$ cat src/rtl/mc_controller.sv
// Multicycle MIPS-subset control unit: one FSM state per clock,
// Moore outputs except BRANCH PCWrite and the execute-state ALU op.
module mc_controller (
  input  logic       clk,
  input  logic       rst,
  input  logic [5:0] opc,
  input  logic [5:0] func,
  input  logic       zero,
  output logic       PCWrite,
  output logic       IorD,
  output logic       MemRead,
  output logic       MemWrite,
  output logic       IRWrite,
  output logic       RegDst1,
  output logic       JalSig1,
  output logic       MemToReg,
  output logic       JalSig2,
  output logic       RegWrite,
  output logic       ALUSrcA,
  output logic [1:0] ALUSrcB,
  output logic [2:0] ALUOperation,
  output logic [1:0] PCSrc,
  output logic [3:0] state,
  output logic       illegal
);

  typedef enum logic [3:0] {
    FETCH    = 4'd0,
    DECODE   = 4'd1,
    MEMADR   = 4'd2,
    MEMREAD  = 4'd3,
    MEMWB    = 4'd4,
    MEMWRITE = 4'd5,
    RTEXEC   = 4'd6,
    RTWB     = 4'd7,
    BRANCH   = 4'd8,
    JUMP     = 4'd9,
    JAL      = 4'd10,
    JR       = 4'd11,
    IEXEC    = 4'd12,
    IWB      = 4'd13,
    SPARE    = 4'd14,
    RESET    = 4'd15
  } stateE;

  localparam logic [5:0] OP_R    = 6'b000000;
  localparam logic [5:0] OP_LW   = 6'b100011;
  localparam logic [5:0] OP_SW   = 6'b101011;
  localparam logic [5:0] OP_BEQ  = 6'b000100;
  localparam logic [5:0] OP_J    = 6'b000010;
  localparam logic [5:0] OP_JAL  = 6'b000011;
  localparam logic [5:0] OP_ADDI = 6'b001000;
  localparam logic [5:0] OP_SLTI = 6'b001010;

  localparam logic [2:0] ALU_AND = 3'b000;
  localparam logic [2:0] ALU_OR  = 3'b001;
  localparam logic [2:0] ALU_ADD = 3'b010;
  localparam logic [2:0] ALU_SUB = 3'b110;
  localparam logic [2:0] ALU_SLT = 3'b111;

  stateE stReg, stNext;

  logic isAdd, isSub, isAnd, isOr, isSlt, isJr;
  logic rtAlu;
  logic [2:0] funcOp;
  stateE decNext;
  logic badInstr;

  assign isAdd = (func == 6'b100000);
  assign isSub = (func == 6'b100010);
  assign isAnd = (func == 6'b100100);
  assign isOr  = (func == 6'b100101);
  assign isSlt = (func == 6'b101010);
  assign isJr  = (func == 6'b001000);
  assign rtAlu = isAdd | isSub | isAnd | isOr | isSlt;

  always_comb begin
    funcOp = ALU_ADD;
    unique case (1'b1)
      isSub:   funcOp = ALU_SUB;
      isAnd:   funcOp = ALU_AND;
      isOr:    funcOp = ALU_OR;
      isSlt:   funcOp = ALU_SLT;
      default: funcOp = ALU_ADD;
    endcase
  end

  always_comb begin
    decNext  = FETCH;
    badInstr = 1'b0;
    case (opc)
      OP_R: begin
        if (rtAlu)     decNext = RTEXEC;
        else if (isJr) decNext = JR;
        else           badInstr = 1'b1;
      end
      OP_LW, OP_SW:      decNext = MEMADR;
      OP_BEQ:            decNext = BRANCH;
      OP_J:              decNext = JUMP;
      OP_JAL:            decNext = JAL;
      OP_ADDI, OP_SLTI:  decNext = IEXEC;
      default:           badInstr = 1'b1;
    endcase
  end

  always_ff @(posedge clk or negedge rst) begin
    if (!rst) begin
      stReg   <= RESET;
      illegal <= 1'b0;
    end else begin
      stReg <= stNext;
      if (stReg == DECODE && badInstr)
        illegal <= 1'b1;
    end
  end

  always_comb begin
    stNext       = FETCH;
    PCWrite      = 1'b0;
    IorD         = 1'b0;
    MemRead      = 1'b0;
    MemWrite     = 1'b0;
    IRWrite      = 1'b0;
    RegDst1      = 1'b0;
    JalSig1      = 1'b0;
    MemToReg     = 1'b0;
    JalSig2      = 1'b0;
    RegWrite     = 1'b0;
    ALUSrcA      = 1'b0;
    ALUSrcB      = 2'b00;
    ALUOperation = 3'b000;
    PCSrc        = 2'b00;
    case (stReg)
      FETCH: begin
        MemRead      = 1'b1;
        IRWrite      = 1'b1;
        ALUSrcB      = 2'b01;
        ALUOperation = ALU_ADD;
        PCWrite      = 1'b1;
        stNext       = DECODE;
      end
      DECODE: begin
        ALUSrcB      = 2'b11;
        ALUOperation = ALU_ADD;
        stNext       = decNext;
      end
      MEMADR: begin
        ALUSrcA      = 1'b1;
        ALUSrcB      = 2'b10;
        ALUOperation = ALU_ADD;
        if (opc == OP_LW)      stNext = MEMREAD;
        else if (opc == OP_SW) stNext = MEMWRITE;
      end
      MEMREAD: begin
        MemRead = 1'b1;
        IorD    = 1'b1;
        stNext  = MEMWB;
      end
      MEMWB:    RegWrite = 1'b1;
      MEMWRITE: begin
        MemWrite = 1'b1;
        IorD     = 1'b1;
      end
      RTEXEC: begin
        ALUSrcA      = 1'b1;
        ALUOperation = funcOp;
        stNext       = RTWB;
      end
      RTWB: begin
        RegDst1  = 1'b1;
        MemToReg = 1'b1;
        RegWrite = 1'b1;
      end
      BRANCH: begin
        ALUSrcA      = 1'b1;
        ALUOperation = ALU_SUB;
        PCSrc        = 2'b10;
        PCWrite      = zero;
      end
      JUMP: begin
        PCSrc   = 2'b01;
        PCWrite = 1'b1;
      end
      // $31 gets the already-incremented PC on the same edge as the jump
      JAL: begin
        PCSrc    = 2'b01;
        PCWrite  = 1'b1;
        RegWrite = 1'b1;
        JalSig1  = 1'b1;
        JalSig2  = 1'b1;
      end
      JR: begin
        PCSrc   = 2'b11;
        PCWrite = 1'b1;
      end
      IEXEC: begin
        ALUSrcA      = 1'b1;
        ALUSrcB      = 2'b10;
        ALUOperation = (opc == OP_SLTI) ? ALU_SLT : ALU_ADD;
        stNext       = IWB;
      end
      IWB: begin
        MemToReg = 1'b1;
        RegWrite = 1'b1;
      end
      default: stNext = FETCH;
    endcase
  end

  assign state = stReg;

endmodule

$ cat config.mk
export PLATFORM = sky130hd
export DESIGN_NAME = mc_controller
export DESIGN_NICKNAME = d
export VERILOG_FILES = /design/src/rtl/mc_controller.sv
export SDC_FILE = /design/constraint.sdc
export NUM_CORES = 1
export LEC_CHECK = 0
export BUFFER_PORTS_ARGS = -buffer_cell sky130_fd_sc_hd__buf_2
export CORE_MARGIN = 2
export CORE_UTILIZATION = 47
export CTS_BUF_LIST = sky130_fd_sc_hd__clkbuf_8
export CTS_CLUSTER_DIAMETER = 120
export DETAILED_ROUTE_END_ITERATION = 8
export PLACE_DENSITY_LB_ADDON = 0.25
export RECOVER_POWER = 50
export REMOVE_ABC_BUFFERS = 1
export SYNTH_ARGS = -nofsm -noshare
export SYNTH_HDL_FRONTEND = slang
export SYNTH_SLANG_ARGS = --single-unit
$ cat constraint.sdc
create_clock -name clk -period 1.7 [get_ports clk]
set_input_delay 0.085 -clock clk [delete_from_list [all_inputs] [get_ports clk]]
set_output_delay 0.085 -clock clk [all_outputs]
set_load 0.1 [all_outputs]
==> results of run 1 <==
## through the flow
stage	TNS, ps	setup WS [ps]	hold WS [ps]	std cells
after CTS	0	23.3	206	171
after detailed placement	0	87.6	-98.0	155
after global placement	0	165	-104	155
after floorplan	-22390	-2120	-211	100
## timing repair
| item | in CTS |
|---|---|
| gates cloned | 0 |
| gates resized for setup | 10 |
| hold endpoints to repair | 5 |
| buffers inserted | 11 |
| hold buffers | 1 |
| setup endpoints to repair | 10 |
## logic make-up after synthesis
group | count (synthesis) | share of synthesized area (%)
flops | 5 | 17.2
compound gates | 32 | 27.1
buf+inv | 12 | 8.75
xor+xnor | 3 | 3.47
simple gates | 56 | 43.6
## synthesized netlist by cell type (2+ instances only)
cell,count
o21ai_1,9
o211ai_1,2
nand3_1,5
nand2b_1,2
buf_2,2
a21oi_1,5
buf_4,3
and3_1,2
nand2_1,10
o2111ai_1,2
xnor2_1,3
a31oi_1,2
nor4_2,2
clkbuf_1,2
nor2_1,14
o21ai_0,3
dfstp_2,4
nor2b_1,5
inv_2,2
inv_1,2
nor3_1,5
o22ai_1,2
==> results.toml, run 1 <==
[logic_synthesis]
synth_top_area_share_pct = 13.9
synth-edff-count = 0
yosys_warnings = 0
synth.largest_area_cell = "dfstp_2"
async_reset_ff_share_pct = 100
yosysSeqAreaShare_pct = 17.2
syn_avg_cell_area_sq_um = 7.02
ys_seq_elements = 5
ys_top_cells_by_area = "dfstp_2 14%, nor2_1 6.9%, o21ai_1 5.9%, nand2_1 5.0%, nor2b_1 4.1%"
ys.flop_type = "dfstp_2"
synth.distinct_cells = 42
syn-instance-count = 108
syn_area_sq_um = 758

[clocking]
root_buffer = "clkbuf_8"
clock-sinks = 5
cts_buffer_depth = 2
cts_buffers = 3
h-tree-depth = 1

[timing]
worstEpCategory = "top-level output"
grt_worst_setup_endpoint = "IorD"

[run_status]
first-error = "[ERROR DPL-0033] detailed placement checks failed during check placement."
stop_stage = "global routing (5_1_grt)"
status = "stopped before the end"

[die]
fp-row-count = 14
initial_core_util_pct = 50.3
io_pins = 38
die_h_um = 44.2
die_w_um = 44.2

[global_routing]
grt_max_degree = 12
antenna_found_initial = 0

[placed_design]
port_buffers = 37
place_area_sq_um = 1180
hpwl_um = 1770
place.gp.congestion = 0.860
==> inputs of run 2 (changes only) <==
--- a/config.mk
+++ b/config.mk
@@ -6,12 +6,10 @@
 export NUM_CORES = 1
 export LEC_CHECK = 0
 export BUFFER_PORTS_ARGS = -buffer_cell sky130_fd_sc_hd__buf_2
-export CORE_MARGIN = 2
-export CORE_UTILIZATION = 47
-export CTS_BUF_LIST = sky130_fd_sc_hd__clkbuf_8
-export CTS_CLUSTER_DIAMETER = 120
+export CORE_AREA = 2 2 63 65
 export DETAILED_ROUTE_END_ITERATION = 8
-export PLACE_DENSITY_LB_ADDON = 0.25
+export DIE_AREA = 0 0 65 67
+export PLACE_DENSITY_LB_ADDON = 0.15
 export RECOVER_POWER = 50
 export REMOVE_ABC_BUFFERS = 1
 export SYNTH_ARGS = -nofsm -noshare
==> results.toml, run 2 <==
[timing]
period_needed_ps = 1660
relSlewSlack_pct = 64.0
hold_violations = 0
rsz0062_at_grt = "true"
worst_slack_ps = 35.8
fmax_ghz = 0.601
setup_violations = 0
skew_ps = 3.95
worstMarginPinSlew_ps = 542
period_share_pct = 97.9
hold_slack_ps = 235
timing.setup.tns_ps = 0
slew_viol_final = 0

[worst_setup_path]
worst-path-buf-inv = 1
start_kind = "flop"
r2r-start = "state[3]$_DFF_PN1_"
crit_type = "reg -> out"
critPathRequiredTime_ps = 1620
cp_data_arrival_time_ps = 1580
cp-end-kind = "primary output"
crit_family = "flip-flops"
slowest_delay_ps = 600
startpoint = "state[1]$_DFF_PN1_"
worstPathCellList = "a21bo_1 -> a211o_1 -> o21ai_2 -> buf_12"
crit_path_top_delay_cell = "dfstp_2"
crit_fanout = 6

[logic_synthesis]
ys_seq_elements = 5
synth-edff-count = 0
ys.flop_type = "dfstp_2"
async_reset_ff_share_pct = 100
yosysMostFrequentCell = "nor2_1"
syn_area_sq_um = 758
syn-instance-count = 108
syn_avg_cell_area_sq_um = 7.02
synth.distinct_cells = 42
yosys_warnings = 0
yosysSeqAreaShare_pct = 17.2
synth.largest_area_cell = "dfstp_2"
ys_top_cells_by_area = "dfstp_2 14%, nor2_1 6.9%, o21ai_1 5.9%, nand2_1 5.0%, nor2b_1 4.1%"
synth_top_area_share_pct = 13.9
netlist_top_cells_count = "14 x nor2_1, 10 x nand2_1, 9 x o21ai_1"

[route]
wire_per_inst_um = 12.7
final_antenna_net_count = 0
wl_um = 2610
drc = 0
routed_via_density = 4.83
first_pass_iters = 5
vias = 995
drt_iter0_markers = 35

[power]
p_leak_nw = 0.578
p_int_mw = 0.654
p_sw_mw = 0.827
max-vdd-ir-drop_v = 0.000305
p_per_area_nw_per_um2 = 1010
switching_share_pct = 55.9
pwr-share-clk_pct = 14.4
seqPwrFrac_pct = 11.7
combPwrFrac_pct = 73.9
power.total_mw = 1.48

[die]
core_sq_um = 3610
io_pins = 38
fp-row-count = 22
die_h_um = 67
die_w_um = 65
initial_core_util_pct = 21.0
fp.dieArea_sq_um = 4360

[final_layout]
largest_reg_flops = 4
mostFrequentLayoutCell = "buf_12"
layout.nets = 174
fillers = 384
final_util_pct = 40.6
final_layout_size_suffix_gt1_share_pct = 52.5
num_antenna_cells = 0
areaGrowthSynthToFinish_pct = 93.2
final_cell_mix = "17 x buf_12, 15 x buf_4, 14 x buf_2"

[placed_design]
port_buffers = 37
place.gp.congestion = 0.849
post-place-ws_ps = 104
hpwl_um = 1990

[clocking]
cts_tree = "built"
root_buffer = "clkbuf_8"
h-tree-depth = 1
clock-sinks = 5
cts_buffer_depth = 2
insertion_delay_ps = 220
cts_buffers = 3
worst_setup_hold_path_clk_slew_ps = 40

[run_status]
status = "finished, final reports clean"

[global_routing]
grt_pass1_vias = 871
grt_max_degree = 15
grt_overflow = 0
grt_use_total_pct = 12.0
antenna_found_initial = 0
grt_pass1_wl_um = 4130

[worst_hold_path]
holdCritStartpoint = "opc[2]"
hold_path_class = "in -> reg"

[job]
drv_cap = 0
run 2: cell counts after synthesis:
No cell type changed its count.
run 2: logic make-up after synthesis:
kind of cell / after synthesis / synth area share [%]
and+or+nand+nor: 56 / 43.6
AOI/OAI and AO/OA: 32 / 27.1
buffers and inverters: 12 / 8.75
DFF: 5 / 17.2
xor gates and xnor gates: 3 / 3.47
run 2: path summary, 6_finish.rpt:
path | to | slack, ps | depth (start not counted)
worst max-delay path | ALUOperation[1] | 40 | 4
worst min-delay path | state[0]$_DFF_PN1_ | 230 | 4
worst max register to register | state[3]$_DFF_PN1_ | 180 | 4
worst min register to register | illegal$_DFFE_PN0P_ | 490 | 1
max in group asynchronous | state[1]$_DFF_PN1_ | 1180 | 2
min in group asynchronous | illegal$_DFFE_PN0P_ | 260 | 2
run 2: area by class of cell:
class / count / area, sq um / share of cell area, %
well taps: 48 / 60.1 / 4.10
flip-flops and latches: 5 / 134 / 9.14
repair buffers: 54 / 578 / 39.5
multi-input cells: 91 / 633 / 43.2
inverters: 4 / 15.0 / 1.02
clock buffers: 4 / 45.0 / 3.07
run 2: worst min-delay path: cells and delay by family:
kind	cells	cell delay, ps
buf+inv	1	120
compound gates	1	90
simple gates	2	140
run 2: per-layer routing:
layer | share of wire, % | global-route usage, %
met1 | 43 | 14.8
met4 | 0 | 3.19
met5 | 0 | 0
met2 | 50 | 20.7
met3 | 7.0 | 2.87
run 2: power by group through the flow:
stage	combinational [mW]	sequential, mW	clock [mW]
3_5_place_dp	1.01	0.186	0
3_3_place_gp	1.01	0.184	0
2_1_floorplan	0.551	0.282	0
6_report	1.09	0.173	0.214
5_1_grt	1.14	0.178	0.234
4_1_cts	1.02	0.190	0.217
run 2: timing repair:
item	in CTS	in global routing
hold endpoints to repair	5	0
setup buffers	6	4
setup endpoints to repair	10	13
hold buffers	1	0
gates resized for setup	11	8
pin swaps	1	3
run 2: per-stage QoR:
step,cell area (sq um),cells
floorplan,707,100
global placement,1270,191
detailed placement,1270,191
CTS,1410,202
global route,1470,206
finish,1470,206
Note: power is estimated with default switching activity, not from simulation.
